==> src/rtl/i2s_pkg.sv <==
// Shared types and default sizes for the I2S receive path.
package i2s_pkg;

    localparam int WIDTH_DEF = 16;
    localparam int CNT_W_DEF = 6;
    localparam int ERR_W_DEF = 16;

    typedef enum logic [1:0] {
        SYNC  = 2'd0,
        LEFT  = 2'd1,
        RIGHT = 2'd2
    } i2s_state_e;

endpackage

==> src/rtl/i2s_rx_sync_edge.sv <==
// Two-flop synchroniser for one asynchronous pin, with a history flop
// for rising/falling edge detection in the clk domain.
module sync_edge (
    input  logic clk,
    input  logic reset,
    input  logic async_in,
    output logic sync,
    output logic rise,
    output logic fall
);

    logic meta_r;
    logic sync_r;
    logic hist_r;

    // Synchroniser chain plus one history stage
    always_ff @(posedge clk) begin
        if (reset) begin
            meta_r <= 1'b0;
            sync_r <= 1'b0;
            hist_r <= 1'b0;
        end else begin
            meta_r <= async_in;
            sync_r <= meta_r;
            hist_r <= sync_r;
        end
    end

    assign sync = sync_r;
    assign rise = sync_r & ~hist_r;
    assign fall = ~sync_r & hist_r;

endmodule

==> src/rtl/i2s_rx.sv <==
// I2S receiver: oversamples bclk/lrclk/sdata in the clk domain, assembles
// MSB-first left-justified words and emits one stereo pair per frame.
module i2s_rx
    import i2s_pkg::*;
#(
    parameter int WIDTH = WIDTH_DEF,
    parameter int CNT_W = CNT_W_DEF,
    parameter int ERR_W = ERR_W_DEF
) (
    input  logic             clk,
    input  logic             reset,
    input  logic             i2s_bclk,
    input  logic             i2s_lrclk,
    input  logic             i2s_sdata,
    input  logic             enable,
    input  logic             err_clr,
    output logic [WIDTH-1:0] out_l,
    output logic [WIDTH-1:0] out_r,
    output logic             out_valid,
    output logic             frame_err,
    output logic [ERR_W-1:0] err_count,
    output logic             locked
);

    localparam logic [WIDTH-1:0] MSB_ONE = {1'b1, {(WIDTH-1){1'b0}}};
    localparam logic [CNT_W-1:0] CNT_MAX = {CNT_W{1'b1}};
    localparam logic [CNT_W-1:0] CNT_ONE = {{(CNT_W-1){1'b0}}, 1'b1};
    localparam logic [CNT_W-1:0] CNT_ZERO = {CNT_W{1'b0}};
    localparam logic [ERR_W-1:0] ERR_MAX = {ERR_W{1'b1}};
    localparam logic [ERR_W-1:0] ERR_ONE = {{(ERR_W-1){1'b0}}, 1'b1};
    localparam logic [CNT_W:0]   WIDTH_C = (CNT_W+1)'(WIDTH);

    logic bclk_sync_s, bclk_rise_s, bclk_fall_s;
    logic lrclk_sync_s, lrclk_rise_s, lrclk_fall_s;
    logic sdata_sync_s, sdata_rise_s, sdata_fall_s;
    logic unused_s;

    i2s_state_e       state_r, state_next_s;
    logic             lr_prev_r;
    logic [WIDTH-1:0] word_r;
    logic [CNT_W-1:0] bitcnt_r;
    logic [WIDTH-1:0] l_hold_r;
    logic [WIDTH-1:0] out_l_r, out_r_r;
    logic             out_valid_r, frame_err_r, locked_r;
    logic [ERR_W-1:0] err_count_r;

    logic             boundary_s;
    logic [WIDTH-1:0] bit_mask_s;
    logic [WIDTH-1:0] word_close_s;
    logic [CNT_W:0]   close_len_s;
    logic [CNT_W-1:0] bitcnt_inc_s;
    logic             zero_s, short_s, latch_l_s, emit_s;

    sync_edge u_bclk (
        .clk      (clk),
        .reset    (reset),
        .async_in (i2s_bclk),
        .sync     (bclk_sync_s),
        .rise     (bclk_rise_s),
        .fall     (bclk_fall_s)
    );

    sync_edge u_lrclk (
        .clk      (clk),
        .reset    (reset),
        .async_in (i2s_lrclk),
        .sync     (lrclk_sync_s),
        .rise     (lrclk_rise_s),
        .fall     (lrclk_fall_s)
    );

    sync_edge u_sdata (
        .clk      (clk),
        .reset    (reset),
        .async_in (i2s_sdata),
        .sync     (sdata_sync_s),
        .rise     (sdata_rise_s),
        .fall     (sdata_fall_s)
    );

    assign unused_s = ^{bclk_sync_s, bclk_fall_s, lrclk_rise_s, lrclk_fall_s,
                        sdata_rise_s, sdata_fall_s};

    // Bit placement: bit n of a word lands at WIDTH-1-n; bits past WIDTH shift out
    always_comb begin
        boundary_s = bclk_rise_s & (lrclk_sync_s ^ lr_prev_r);
        bit_mask_s = MSB_ONE >> bitcnt_r;
        if (sdata_sync_s) begin
            word_close_s = word_r | bit_mask_s;
        end else begin
            word_close_s = word_r;
        end
        close_len_s = {1'b0, bitcnt_r} + {1'b0, CNT_ONE};
        if (bitcnt_r == CNT_MAX) begin
            bitcnt_inc_s = CNT_MAX;
        end else begin
            bitcnt_inc_s = bitcnt_r + CNT_ONE;
        end
    end

    // State register
    always_ff @(posedge clk) begin
        if (reset) begin
            state_r <= SYNC;
        end else begin
            state_r <= state_next_s;
        end
    end

    // Next-state logic; a word holding only the boundary bit forces resync
    always_comb begin
        state_next_s = state_r;
        case (state_r)
            SYNC: begin
                if (enable && boundary_s && !lrclk_sync_s) begin
                    state_next_s = LEFT;
                end else begin
                    state_next_s = SYNC;
                end
            end
            LEFT: begin
                if (!enable) begin
                    state_next_s = SYNC;
                end else if (boundary_s) begin
                    state_next_s = (bitcnt_r == CNT_ZERO) ? SYNC : RIGHT;
                end else begin
                    state_next_s = LEFT;
                end
            end
            RIGHT: begin
                if (!enable) begin
                    state_next_s = SYNC;
                end else if (boundary_s) begin
                    state_next_s = (bitcnt_r == CNT_ZERO) ? SYNC : LEFT;
                end else begin
                    state_next_s = RIGHT;
                end
            end
            default: state_next_s = SYNC;
        endcase
    end

    // FSM outputs: word-close events decoded from the current state
    always_comb begin
        zero_s    = 1'b0;
        short_s   = 1'b0;
        latch_l_s = 1'b0;
        emit_s    = 1'b0;
        if (enable && boundary_s && (state_r != SYNC)) begin
            zero_s    = (bitcnt_r == CNT_ZERO);
            short_s   = (close_len_s < WIDTH_C);
            latch_l_s = (state_r == LEFT) && (bitcnt_r != CNT_ZERO);
            emit_s    = (state_r == RIGHT) && (bitcnt_r != CNT_ZERO);
        end else begin
            zero_s    = 1'b0;
            short_s   = 1'b0;
            latch_l_s = 1'b0;
            emit_s    = 1'b0;
        end
    end

    // lrclk history tracks every bclk edge, even while disabled
    always_ff @(posedge clk) begin
        if (reset) begin
            lr_prev_r <= 1'b0;
        end else if (bclk_rise_s) begin
            lr_prev_r <= lrclk_sync_s;
        end else begin
            lr_prev_r <= lr_prev_r;
        end
    end

    // Word assembly; cleared at every boundary, while disabled and in SYNC
    always_ff @(posedge clk) begin
        if (reset) begin
            word_r   <= {WIDTH{1'b0}};
            bitcnt_r <= CNT_ZERO;
        end else if (!enable || (state_r == SYNC) || boundary_s) begin
            word_r   <= {WIDTH{1'b0}};
            bitcnt_r <= CNT_ZERO;
        end else if (bclk_rise_s) begin
            word_r   <= word_close_s;
            bitcnt_r <= bitcnt_inc_s;
        end else begin
            word_r   <= word_r;
            bitcnt_r <= bitcnt_r;
        end
    end

    // Sample hold and output strobes
    always_ff @(posedge clk) begin
        if (reset) begin
            l_hold_r    <= {WIDTH{1'b0}};
            out_l_r     <= {WIDTH{1'b0}};
            out_r_r     <= {WIDTH{1'b0}};
            out_valid_r <= 1'b0;
            frame_err_r <= 1'b0;
            locked_r    <= 1'b0;
        end else begin
            out_valid_r <= emit_s;
            frame_err_r <= short_s | zero_s;
            locked_r    <= (state_next_s != SYNC);
            if (latch_l_s) begin
                l_hold_r <= word_close_s;
            end else begin
                l_hold_r <= l_hold_r;
            end
            if (emit_s) begin
                out_l_r <= l_hold_r;
                out_r_r <= word_close_s;
            end else begin
                out_l_r <= out_l_r;
                out_r_r <= out_r_r;
            end
        end
    end

    // Saturating error counter; clear wins over a coincident increment
    always_ff @(posedge clk) begin
        if (reset) begin
            err_count_r <= {ERR_W{1'b0}};
        end else if (err_clr) begin
            err_count_r <= {ERR_W{1'b0}};
        end else if (frame_err_r && (err_count_r != ERR_MAX)) begin
            err_count_r <= err_count_r + ERR_ONE;
        end else begin
            err_count_r <= err_count_r;
        end
    end

    assign out_l     = out_l_r;
    assign out_r     = out_r_r;
    assign out_valid = out_valid_r;
    assign frame_err = frame_err_r;
    assign err_count = err_count_r;
    assign locked    = locked_r;

endmodule

==> config.mk <==
export PLATFORM = sky130hd
export DESIGN_NAME = i2s_rx
export DESIGN_NICKNAME = d
export VERILOG_FILES = /design/src/rtl/i2s_pkg.sv /design/src/rtl/i2s_rx_sync_edge.sv /design/src/rtl/i2s_rx.sv
export SDC_FILE = /design/constraint.sdc
export NUM_CORES = 1
export LEC_CHECK = 0
export ABC_AREA = 1
export BUFFER_PORTS_ARGS = -buffer_cell sky130_fd_sc_hd__buf_4
export CORE_MARGIN = 2
export CORE_UTILIZATION = 32
export DETAILED_ROUTE_END_ITERATION = 10
export GPL_TIMING_DRIVEN = 0
export PLACE_DENSITY = 0.49
export REMOVE_ABC_BUFFERS = 1
export SYNTH_ARGS = -nofsm -noshare
export SYNTH_HDL_FRONTEND = slang
export SYNTH_SLANG_ARGS = --single-unit
==> constraint.sdc <==
create_clock -name clk -period 3.3 [get_ports clk]
set_clock_uncertainty 0.15 [all_clocks]
set_input_delay 0.165 -clock clk [delete_from_list [all_inputs] [get_ports clk]]
set_output_delay 0.165 -clock clk [all_outputs]
set_load 0.05 [all_outputs]
==> metrics.cfg, run 1 <==
[outcome]
status = finished clean

[clock_tree]
cts-root-buf = clkbuf_16
clk_pin_slew_ns = 0.07
tritoncts = yes
cts_max_level = 3
worst_skew_pair.late_latency_ns = 0.34
cts_sinks = 99
clockBufferDepth = 2
post_cts_buffers = 0
cts_made_buffers = 9

[yosys]
synth_area_mm2 = 0.004299
synthTopCellsByArea = dfxtp_1 (46%), nor2_1 (14%), nand2_1 (9.3%)
synth_cells = 595
yosysWarnings = 0
ys_ff_latch = 99
yosysUniqueCellTypes = 34
synth_top_area_share_pct = 46.10
syn_avg_cell_area_um2 = 7.225
synth_top_area_cell = dfxtp_1
synthFlopType = dfxtp_1
synth-async-reset-ratio_pct = 0
synth_edf_count = 0
ys_seq_area_share_pct = 46.10

[critical_path]
r2r_cells = 8
path_depth = 5
slowest_stage = nand3_1
path_cells = dlygate4sd3_1, buf_4, clkinv_1, nand3_1, nor2_1
r2r_slack_ns = 1.02
crit_arrival_ns = 2.42
start_kind = input pin
crit_required_ns = 3.35
startpoint = reset
end_kind = register
cp.buffers_inverters = 3
crit_path_max_fanout = 22
path_delay_family = buffers and inverters
worstReg2RegStart = u_bclk.sync
critical_path.max_stage_delay_ns = 0.90
path_class = input pin to register

[route]
drtIter0Drc = 139
wl_um = 9072
wl_met3_um = 373
routed.top_layer = met4
wl_per_cell_um = 10.93
drc = 0
drt-pass1-iter-count = 4
wl_met2_um = 3982
antenna_left = 0
wl_met1_um = 4548
viasPerCell = 4.466
vias = 3707

[power]
power.total_mw = 2.308
vdd_drop_max_uv = 214.9
leakage_nw = 2.212
powerDensity_mw_per_mm2 = 441.3

[grt]
globalRouteTotalUtil_pct = 13.27
grt_pass1_wl_um = 15420
grt_overflow_total = 0
grt_pass1_vias = 3349
antenna_found_initial = 0
grt_max_degree = 53

[final_layout]
utilization_pct = 39.65
n_antenna_cell = 0
final_cells = 830
nets = 659
syn2layout_area_growth_pct = 21.65
drive_above_1_share_pct = 13.76

[job]
cap_viol_max_count = 0

[place]
port_buffers = 57
place_congestion = 0.8035
placed_cells = 805
dpl.hpwl_um = 6144
dp_slack_ns = 0.3093

[floorplanning]
core-area_mm2 = 0.01319
io_pins = 58
die_h_um = 119.9
die_w_um = 119.9
fp.dieArea_mm2 = 0.01438
start_util_pct = 32.59
row_count = 42

[min_path]
hp-start = enable
hold_path_depth = 5
hp-class = input pin to register

[sta]
rsz0062_at_grt = no
max_freq_mhz = 422.1
fin_crit_sh_pct = 71.79
tns_ns = 0
slew_headroom_pct = 42.93
drv_slew = 0
setup_violations = 0
hold_viol_final = 0
tightest_slew_ns = 0.8536
setup_slack_ns = 0.9309
period_needed_ns = 2.369

[path summary, 6_finish.rpt]
path	endpoint
max	word_r[10]
max reg2reg	out_r[2]
min	bitcnt_r[4]
min reg2reg	u_lrclk.sync
[layout make-up]
cell class	count	area (um^2)
Fill cell	1370	7960
Sequential cell	99	1982
Multi-Input combinational cell	407	1951
Timing Repair Buffer	66	535.5
Inverter	66	249.0
Clock buffer	11	232.7
Tap cell	176	220.2
Clock inverter	5	60.06
[worst register-to-register path: stages, from the launching register on]
cell,delay [ns]
dfxtp_1,0.32
inv_2,0.06
nor2_8,0.30
nand3_4,0.17
nor2_8,0.16
nand3_4,0.30
inv_2,0.54
nor2_1,0.09
nor2_1,0.12
[Yosys cell counts, types with 3 or more instances]
cell      number
xor2_1         6
clkbuf_1       7
buf_2          8
ha_1           3
buf_4          3
nor2_4         4
o21bai_1      14
o21ai_0       45
nand4_1       12
nor3_1         4
nand3_1       13
a21oi_1       17
nand2_2        3
dfxtp_1       99
a31oi_1       11
inv_1         62
nor2_1       156
nand2_1      107
[flip-flops by register name (all words and copies together), names as in the netlist, 2 cells and up]
signal and cells:
out_r 16, word_r 16, l_hold_r 16, state_r 2, err_count 16, bitcnt_r 6, out_l 16
[stage by stage]
stage | instance area (um^2) | hold WS (ns)
finish | 5230 | 0.06241
global route | 5230 | 0.1117
detailed placement | 4830 | 0.2241
CTS | 5202 | 0.04057
global placement | 4830 | 0.2167
floorplan | 4182 | 0.08618
[placed cells by master, fill, tap and decap left out, types with 6 or more instances in the layout]
cell type	synthesis	layout
inv_1	62	61
o21bai_1	14	14
a21oi_1	17	17
nand3_1	13	13
nor2_1	156	156
clkbuf_16	0	9
nand4_1	12	12
o21ai_0	45	45
dlygate4sd3_1	0	8
a31oi_1	11	11
nand2_1	107	107
buf_4	3	57
xor2_1	6	6
dfxtp_1	99	99
[what timing repair did]
action / CTS / global route
resized for setup: 0 / 0
hold endpoints to repair: 11 / 0
hold buffers: 8 / 0
[report_power, final]
part	internal, mW	switching (mW)	total [mW]
sequential	1.20	0.00211	1.20
combinational	0.0233	0.0372	0.0605
clock	0.593	0.454	1.05
[per-layer routing]
layer | global-route usage (%) | vias to the layer above
li1 | - | 1984
met1 | 16.93 | 1652
met2 | 21.09 | 61
met3 | 3.137 | 10
met4 | 6.324 | 0
met5 | 0 | -
[logic make-up (layout without fill, tap and decap cells)]
| group | count (synthesis) | count (layout) | share of synthesized area [%] |
|---|---|---|---|
| buf+inv | 89 | 148 | 8.527 |
| xor+xnor | 7 | 7 | 1.426 |
| simple gates | 308 | 308 | 31.46 |
| compound gates | 89 | 89 | 11.61 |
| flops | 99 | 99 | 46.10 |
| fa+ha+maj | 3 | 3 | 0.8732 |
Power figures use the tool's default switching activity.
==> run 2, diff against run 1 <==
Settings changed: ABC_AREA 1 to 0.
Clock period 3.3 ns to 2.22 ns, I/O delays scaled along.
==> run 2 against run 1 <==
Effect of this change:
- setup slack lost 0.73 ns
- total power grew 56%
- sequential share of layout area is 0.27 points lower
- non-clock buffer count decreased by 1
- design area increased by 0.72%
- synthesized cell count is 24% lower
- critical path type is now register to register
- critical endpoint is now locked
==> metrics.cfg, run 2 <==
[outcome]
status = finished clean

[sta]
period_needed_ns = 2.022
rsz0062_at_grt = no
hold_viol_final = 0
drv_slew = 0
tns_ns = 0
slew_headroom_pct = 54.44
fin_crit_sh_pct = 91.10
tightest_slew_ns = 0.6817
max_freq_mhz = 494.5
setup_violations = 0
hold_ws_ns = 0.03146

[critical_path]
r2r_cells = 4
crit_required_ns = 2.28
worstReg2RegStart = bitcnt_r[3]
path_class = register to register
slowest_stage = dfxtp_1
crit_path_max_fanout = 12
end_kind = register
cp.buffers_inverters = 0
timing.rr.end = locked
critical_path.max_stage_delay_ns = 0.65
r2r_slack_ns = 0.20
path_cells = nor4_1, nand2_1, o21ai_0, a2111oi_0
crit_arrival_ns = 2.08
path_delay_family = flip-flops
start_kind = register

[min_path]
hold_path_depth = 3
hp-class = input pin to register
hp-start = enable
whs_endpoint = state_r[1]

[route]
drt-pass1-iter-count = 5
antenna_left = 0
drtIter0Drc = 259
wl_per_cell_um = 13.57
drc = 0
wl_um = 9256
viasPerCell = 4.849
vias = 3307

[final_layout]
syn2layout_area_growth_pct = 23.57
drive_above_1_share_pct = 21.34
final_cell_mix = dfxtp_1 (99), buf_4 (59), nand2b_1 (50)
layout_commonest_cell = dfxtp_1
n_antenna_cell = 0
nets = 511

[grt]
grt_overflow_total = 0
gr-usage-met1_pct = 18.31
use_met2_pct = 19.97
gr-usage-met3_pct = 2.586
globalRouteTotalUtil_pct = 13.32
antenna_found_initial = 0
grt_max_degree = 77
grt_pass1_vias = 3000
grt_pass1_wl_um = 15200
busiest_layer = met2

[job]
cap_viol_max_count = 0

[floorplanning]
die_w_um = 119.4
row_count = 42
die_h_um = 119.4
core-area_mm2 = 0.01314
fp.dieArea_mm2 = 0.01426
start_util_pct = 32.45
io_pins = 58

[power]
vdd_drop_max_uv = 418.0
powerDensity_mw_per_mm2 = 683.6
leakage_nw = 2.196

[place]
place_congestion = 0.7697
port_buffers = 57
dpl.hpwl_um = 5833

[clock_tree]
worst_skew_pair.late_latency_ns = 0.35
tritoncts = yes
cts-root-buf = clkbuf_16
clockBufferDepth = 2
cts_max_level = 3
clk_pin_slew_ns = 0.07
cts_made_buffers = 9
cts_sinks = 99

[yosys]
synth_cells = 450
synth_area_mm2 = 0.004263
ys_ff_latch = 99
yosysUniqueCellTypes = 49
synthFlopType = dfxtp_1
synth_top_area_share_pct = 46.49
yosysMostFrequentCell = dfxtp_1
synth_edf_count = 0
synthTopCellsByArea = dfxtp_1 (46%), mux2i_1 (12%), nand2b_1 (7.3%)
ys_seq_area_share_pct = 46.49
synth-async-reset-ratio_pct = 0
synth_common_cells = dfxtp_1 (99), nand2b_1 (50), mux2i_1 (49)
syn_avg_cell_area_um2 = 9.473
synth_top_area_cell = dfxtp_1
yosysWarnings = 0

## run 2: cell types whose count changed after synthesis, moves of 6 or more
cell      previous run  this run
a21oi_1             17        46
and2_1               0         6
clkbuf_1             7        14
inv_1               62         8
mux2i_1              0        49
nand2_1            107        15
nand2b_1             0        50
nand4_1             12         6
nor2_1             156        28
nor2b_1              0        10
o21ai_0             45         9
o21bai_1            14         0
or2_2                0        17
## run 2: through the flow
step	total power, mW	std cells	cell area (um^2)	setup slack, ns	util [%]
final	3.601	682	5268	0.1976	40.10
after global routing	3.734	682	5268	0.005037	40.10
after CTS	3.652	680	5210	0.01375	39.66
after detailed placement	1.891	657	4771	-0.4737	36.31
after global placement	1.890	657	4771	-0.3962	36.31
after floorplan	1.857	424	4123	-0.1944	-
## run 2: per-layer routing
layer	part of all wire (%)	wire length [um]	up-vias
met4	2.2	200	0
met2	44	4054	59
met1	51	4704	1549
li1	-	-	1685
met3	3.2	297	14
met5	0	0	-
## run 2: worst register-to-register path, stage by stage, from the launching register on
cell and delay [ns]:
dfxtp_1 0.65, nor4_1 0.11, nand2_1 0.39, o21ai_0 0.15, a2111oi_0 0.44
## run 2: worst max-delay path by stage
| stage | startpoint | to | cells after the start |
|---|---|---|---|
| CTS | bitcnt_r[2] | l_hold_r[10] | 4 |
| finish | bitcnt_r[3] | locked | 4 |
| global placement | u_bclk.sync | out_l[3] | 4 |
| global route | bitcnt_r[3] | locked | 4 |
| detailed placement | u_bclk.sync | out_l[7] | 4 |
| floorplan | err_count[0] | err_count[3] | 5 |
## run 2: timing repair
item | in CTS | in global routing
gates cloned | 1 | 0
setup endpoints to repair | 77 | 26
gates resized for setup | 7 | 2
pin swaps | 2 | 1
buffers inserted | 2 | 2
hold endpoints to repair | 6 | 0
hold buffers | 4 | 0
## run 2: logic make-up after synthesis
family          Yosys count  synth area share (%)
simple gates            187                 26.39
flops                    99                 46.49
compound gates           76                 10.33
mux                      49                 11.51
buf+inv                  34                 3.992
fa+ha+maj                 3                0.8806
xor+xnor                  2                0.4110
## run 2: cell type report
| type | instances | area [um^2] |
|---|---|---|
| Tap cell | 176 | 220.2 |
| Inverter | 8 | 30.03 |
| Timing Repair Buffer | 65 | 523.0 |
| Multi-Input combinational cell | 318 | 2181 |
| Clock inverter | 7 | 106.4 |
| Fill cell | 1297 | 7870 |
| Sequential cell | 99 | 1982 |
| Clock buffer | 9 | 225.2 |
## run 2: power by group
part           leakage [nW]  switching [mW]  internal (mW)  total, mW
Clock                 0.163           0.735           1.01       1.74
Sequential            0.798         0.00286           1.78       1.78
Combinational          1.23          0.0386         0.0347     0.0733
